==> config.mk <==
export PLATFORM = sky130hd
export DESIGN_NAME = snes_controller_emulator
export DESIGN_NICKNAME = d
export VERILOG_FILES = /design/src/rtl/snes_controller_emulator.sv
export SDC_FILE = /design/constraint.sdc
export NUM_CORES = 1
export LEC_CHECK = 0
export CORE_ASPECT_RATIO = 1.5
export CORE_UTILIZATION = 27
export DETAILED_ROUTE_END_ITERATION = 16
export SYNTH_ARGS = -nofsm -noshare
export SYNTH_HDL_FRONTEND = slang
export SYNTH_SLANG_ARGS = --single-unit
export TNS_END_PERCENT = 50
==> constraint.sdc <==
create_clock -name clk_100M -period 1.6 [get_ports clk_100M]
set_clock_uncertainty 0.15 [all_clocks]
set_input_delay 0.32 -clock clk_100M [delete_from_list [all_inputs] [get_ports clk_100M]]
set_output_delay 0.32 -clock clk_100M [all_outputs]
set_load 0.01 [all_outputs]
==> src/rtl/snes_controller_emulator.sv <==
// SNES controller emulator: presents a 16-button serial frame to the console on SNES_Latch/SNES_clk_1.
// Optional latch-absence timeout is built only when SNES_EMU_TIMEOUT_EN is defined.
module snes_controller_emulator #(
    parameter int SYNC_STAGES    = 2,
    parameter int TIMEOUT_CYCLES = 2000000
) (
    input  logic        clk_100M,
    input  logic        rst,
    input  logic        SNES_Latch,
    input  logic        SNES_clk_1,
    input  logic [15:0] btn_input,
    output logic        SNES_Data,
    output logic        frame_done,
    output logic [4:0]  bit_index,
    output logic        link_active
);

    if (SYNC_STAGES < 2 || SYNC_STAGES > 4) begin : g_sync_range
        $error("SYNC_STAGES must be in 2..4");
    end
    if (TIMEOUT_CYCLES < 1) begin : g_timeout_range
        $error("TIMEOUT_CYCLES must be at least 1");
    end

    typedef enum logic [1:0] {
        IDLE,
        LATCHED,
        SHIFT,
        DONE
    } state_t;

    state_t                 state;
    logic [SYNC_STAGES-1:0] latch_sync;
    logic [SYNC_STAGES-1:0] sclk_sync;
    logic                   latch_q;
    logic                   sclk_q;
    logic                   sclk_rise;
    logic [15:0]            shreg;
    logic                   timed_out;

    // Edge pulses are registered so that latch level and clock edge reach the FSM together.
    always_ff @(posedge clk_100M) begin
        if (rst) begin
            latch_sync <= '0;
            sclk_sync  <= '0;
            latch_q    <= 1'b0;
            sclk_q     <= 1'b0;
            sclk_rise  <= 1'b0;
        end else begin
            latch_sync <= {latch_sync[SYNC_STAGES-2:0], SNES_Latch};
            sclk_sync  <= {sclk_sync[SYNC_STAGES-2:0], SNES_clk_1};
            latch_q    <= latch_sync[SYNC_STAGES-1];
            sclk_q     <= sclk_sync[SYNC_STAGES-1];
            sclk_rise  <= sclk_sync[SYNC_STAGES-1] & ~sclk_q;
        end
    end

`ifdef SNES_EMU_TIMEOUT_EN
    localparam int CNT_W = $clog2(TIMEOUT_CYCLES + 1);
    localparam logic [CNT_W-1:0] CNT_MAX = CNT_W'(TIMEOUT_CYCLES);

    logic             latch_rise;
    logic [CNT_W-1:0] timeout_cnt;

    always_ff @(posedge clk_100M) begin
        if (rst) begin
            latch_rise  <= 1'b0;
            timeout_cnt <= '0;
            link_active <= 1'b0;
        end else begin
            latch_rise <= latch_sync[SYNC_STAGES-1] & ~latch_q;
            if (latch_rise) begin
                timeout_cnt <= '0;
                link_active <= 1'b1;
            end else if (timeout_cnt != CNT_MAX) begin
                timeout_cnt <= timeout_cnt + 1'b1;
            end else begin
                link_active <= 1'b0;
            end
        end
    end

    always_comb begin
        timed_out = 1'b0;
        if (timeout_cnt == CNT_MAX && !latch_rise) begin
            timed_out = 1'b1;
        end
    end
`else
    assign timed_out   = 1'b0;
    assign link_active = 1'b1;
`endif

    always_ff @(posedge clk_100M) begin
        frame_done <= 1'b0;
        if (rst) begin
            state     <= IDLE;
            SNES_Data <= 1'b1;
            bit_index <= '0;
            shreg     <= '1;
        end else if (timed_out) begin
            state     <= IDLE;
            SNES_Data <= 1'b1;
            bit_index <= '0;
        end else if (latch_q) begin
            // Latch high overrides every state and swallows any coincident clock edge.
            state     <= LATCHED;
            shreg     <= ~btn_input;
            SNES_Data <= ~btn_input[0];
            bit_index <= '0;
        end else begin
            case (state)
                IDLE: begin
                    SNES_Data <= 1'b1;
                    bit_index <= '0;
                end
                LATCHED: begin
                    state     <= SHIFT;
                    bit_index <= '0;
                end
                SHIFT: begin
                    if (sclk_rise) begin
                        shreg     <= {1'b1, shreg[15:1]};
                        bit_index <= bit_index + 5'd1;
                        if (bit_index == 5'd15) begin
                            state      <= DONE;
                            SNES_Data  <= 1'b0;
                            frame_done <= 1'b1;
                        end else begin
                            SNES_Data <= shreg[1];
                        end
                    end
                end
                DONE: begin
                    SNES_Data <= 1'b0;
                    bit_index <= 5'd16;
                end
                default: begin
                    state     <= IDLE;
                    SNES_Data <= 1'b1;
                    bit_index <= '0;
                end
            endcase
        end
    end

endmodule

==> impl_metrics.tcl <==
set metrics [dict create \
    drv_cap 0 \
    wirelength_mm 2.85 \
    antenna_found_initial 0 \
    ctsHoldBuffers 0 \
    vias 1154 \
    ys_seq_elements 31 \
    antenna_cells 0 \
    cp.depth 5 \
    grt_pass1_vias 1148 \
    p_leak_nw 0.799 \
    die-height_um 90.0 \
    cp_data_required_time_ps 1620 \
    clock_path_buffers 2 \
    layout_min_cycle_time_ps 1550 \
    start_util_pct 28.5 \
    yosys_warnings 0 \
    coreArea_um2 4890 \
    grt_pass1_wl_mm 4.83 \
    seqPwrFrac_pct 52.4 \
    path_buf_inv 0 \
    clock_latency_ps 280 \
    synthesis.nets 178 \
    grt_max_degree 30 \
    h-tree-depth 2 \
    area_delta_synth_final_pct 38.9 \
    crit_family "compound AO/OA/AOI/OAI gates" \
    post-route-util_pct 39.7 \
    cpMaxStageDelayCell "a311o_1" \
    total_power_w 0.00153 \
    die_x_um 60.7 \
    syn_inst 153 \
    layout-drive-gt1-share_pct 16.4 \
    path_max_fanout 3 \
    irDropWorstVdd_mv 0.515 \
    drcViolationCount 0 \
    path_cells "ha_2, and3_4, ha_4, o221ai_1, a311o_1" \
    netlist_area_um2 1400 \
    die_area_um2 5460 \
    grtUsageTotal_pct 11.7 \
    cts_tree "done" \
    p_int_w 0.00119 \
    netSwitchingFraction_pct 22.2 \
    end_kind "flop" \
    finalNetCount 213 \
    syn_avg_cell_area_um2 9.12 \
    power_density_nw_per_um2 790 \
    holdCritStartpoint "sclk_q$_SDFF_PP0_" \
    critPathLaunchType "flop" \
    first_pass_iters 4 \
    numCtsBuffers 5 \
    cts.root.buffer_cell "clkbuf_8" \
    setup_violations 0 \
    via_per_inst 4.53 \
    clkSinkCount 31 \
    reg2regPathDepth 5 \
    p_sw_w 0.000340 \
    detail-route-antenna-nets 0 \
    drt_iter0_markers 77 \
    slew_viol_final 0 \
    worstHoldEndpoint "sclk_rise$_SDFF_PP0_" \
    reg2reg_slack_ps 50 \
    avgRoutedWirePerCell_um 11.2 \
    synth_edf_count 0 \
    fin_crit_sh_pct 97.0 \
    grt_setup_unrepaired "yes" \
    comb_power_share_pct 9.8 \
    fmax_mhz 644 \
    worst_path_largest_cell_delay_ps 350 \
    min_path_type "flop to flop" \
    yosysUniqueCellTypes 31 \
    port_buffers 26 \
    cts.reportedPaths.clkPinSlew_ps 60 \
    critPathKind "flop to flop" \
    gp_congestion 0.698 \
    r2r-start "bit_index[0]$_SDFFE_PP0P_" \
    core.rowCount 31 \
    holdPathStages 1 \
    pin_count 28 \
    timing.rr.end "SNES_Data$_SDFFE_PP1P_" \
    hpwlAfterDp_mm 1.95 \
    seq_area_frac_synth_pct 44.5 \
    run_status "finished, final reports clean" \
    overflow 0 \
    async_flop_share_pct 0 \
    pwr-share-clk_pct 37.8 \
    ys.flop_type "dfxtp_1" \
    finalHoldViolations 0 \
    worstPathArrival_ps 1580 \
]
registers in the layout (all words and copies together), names as in the netlist:
| name | flops |
|---|---|
| bit_index | 5 |
| latch_q | 1 |
| sclk_sync | 2 |
| shreg | 15 |
| state | 2 |
| sclk_q | 1 |
| SNES_Data | 1 |
| frame_done | 1 |
| sclk_rise | 1 |
| latch_sync | 2 |
cell usage after synthesis, types with 2 or more instances:
cell type | count | area, um2
a211o_1 | 14 | 123
nand2_1 | 22 | 82.6
nor2b_1 | 8 | 50.1
a21o_1 | 14 | 105
dfxtp_1 | 31 | 621
and3_1 | 15 | 93.8
buf_2 | 4 | 20.0
inv_1 | 4 | 15.0
a21oi_1 | 2 | 10.0
xor2_1 | 2 | 17.5
clkbuf_1 | 7 | 26.3
nand2b_1 | 2 | 12.5
nor2_1 | 6 | 22.5
ha_1 | 5 | 62.6
worst max path at each step:
stage / to / from
final: SNES_Data$_SDFFE_PP1P_ / bit_index[0]$_SDFFE_PP0P_
after CTS: SNES_Data$_SDFFE_PP1P_ / state[0]$_SDFFE_PP0P_
after detailed placement: SNES_Data$_SDFFE_PP1P_ / state[0]$_SDFFE_PP0P_
after global placement: SNES_Data$_SDFFE_PP1P_ / state[0]$_SDFFE_PP0P_
after global routing: shreg[1]$_SDFFE_PP1P_ / state[0]$_SDFFE_PP0P_
after floorplan: state[0]$_SDFFE_PP0P_ / bit_index[0]$_SDFFE_PP0P_
power by group through the flow:
stage	clock, W	combinational, W	sequential, W
global placement	0	0.000147	0.000819
detailed placement	0	0.000149	0.000819
CTS	0.000603	0.000148	0.000802
floorplan	0	0.0000692	0.000818
finish	0.000578	0.000151	0.000802
global route	0.000647	0.000165	0.000804
routing by layer:
layer  vias up  track usage [%]  routed length, um
li1        597                -                  -
met4         0             5.11                 54
met1       531             12.7               1230
met5         -                0                  0
met2        21             19.2               1410
met3         5             4.75                158
cell usage in the layout (no fill, tap or decap), types with 2 or more instances in the layout:
cell and instances:
clkbuf_8 5, dfxtp_2 3, a211o_1 14, dlygate4sd2_1 6, clkdlybuf4s50_1 19, nor2_1 6
xor2_1 2, nand2_1 22, dfxtp_1 28, clkbuf_1 2, buf_4 10, ha_1 2
buf_6 3, ha_4 2, nand2b_1 2, nor2b_1 8, inv_1 4, and3_1 14
buf_12 2, a21o_1 14
final cells by class:
| type | count | area [um2] |
|---|---|---|
| flip-flops and latches | 31 | 624 |
| fillers | 522 | 2950 |
| clock buffers | 7 | 76.3 |
| multi-input cells | 105 | 731 |
| well taps | 66 | 82.6 |
| clock inverters | 1 | 5.00 |
| inverters | 4 | 15.0 |
| repair buffers | 41 | 404 |
stage by stage:
stage	hold WS [ps]	setup TNS, ps	cell area [um2]	std cells	setup WS (ps)
after global placement	222	0	1820	247	39.4
after global routing	248	-14.3	1940	255	-8.22
after floorplan	217	0	1400	153	18.4
final	231	0	1940	255	48.0
after detailed placement	227	0	1820	247	11.7
after CTS	235	0	1890	255	3.02
kinds of logic after synthesis:
kind of cell	after synthesis	share of synthesized area (%)
AO/OA/AOI/OAI	35	20.2
XOR/XNOR	3	1.88
adder cells (fa/ha/maj)	5	4.48
buffers and inverters	17	5.74
flip-flops	31	44.5
multiplexers	1	0.718
other	1	0.269
AND/OR/NAND/NOR	60	22.2
what timing repair did:
action | in CTS | in global routing
pin swaps | 0 | 2
setup endpoints to repair | 6 | 17
gates resized for setup | 6 | 10
buffers inserted | 0 | 0
No activity file was read; power rests on OpenSTA's default activity.
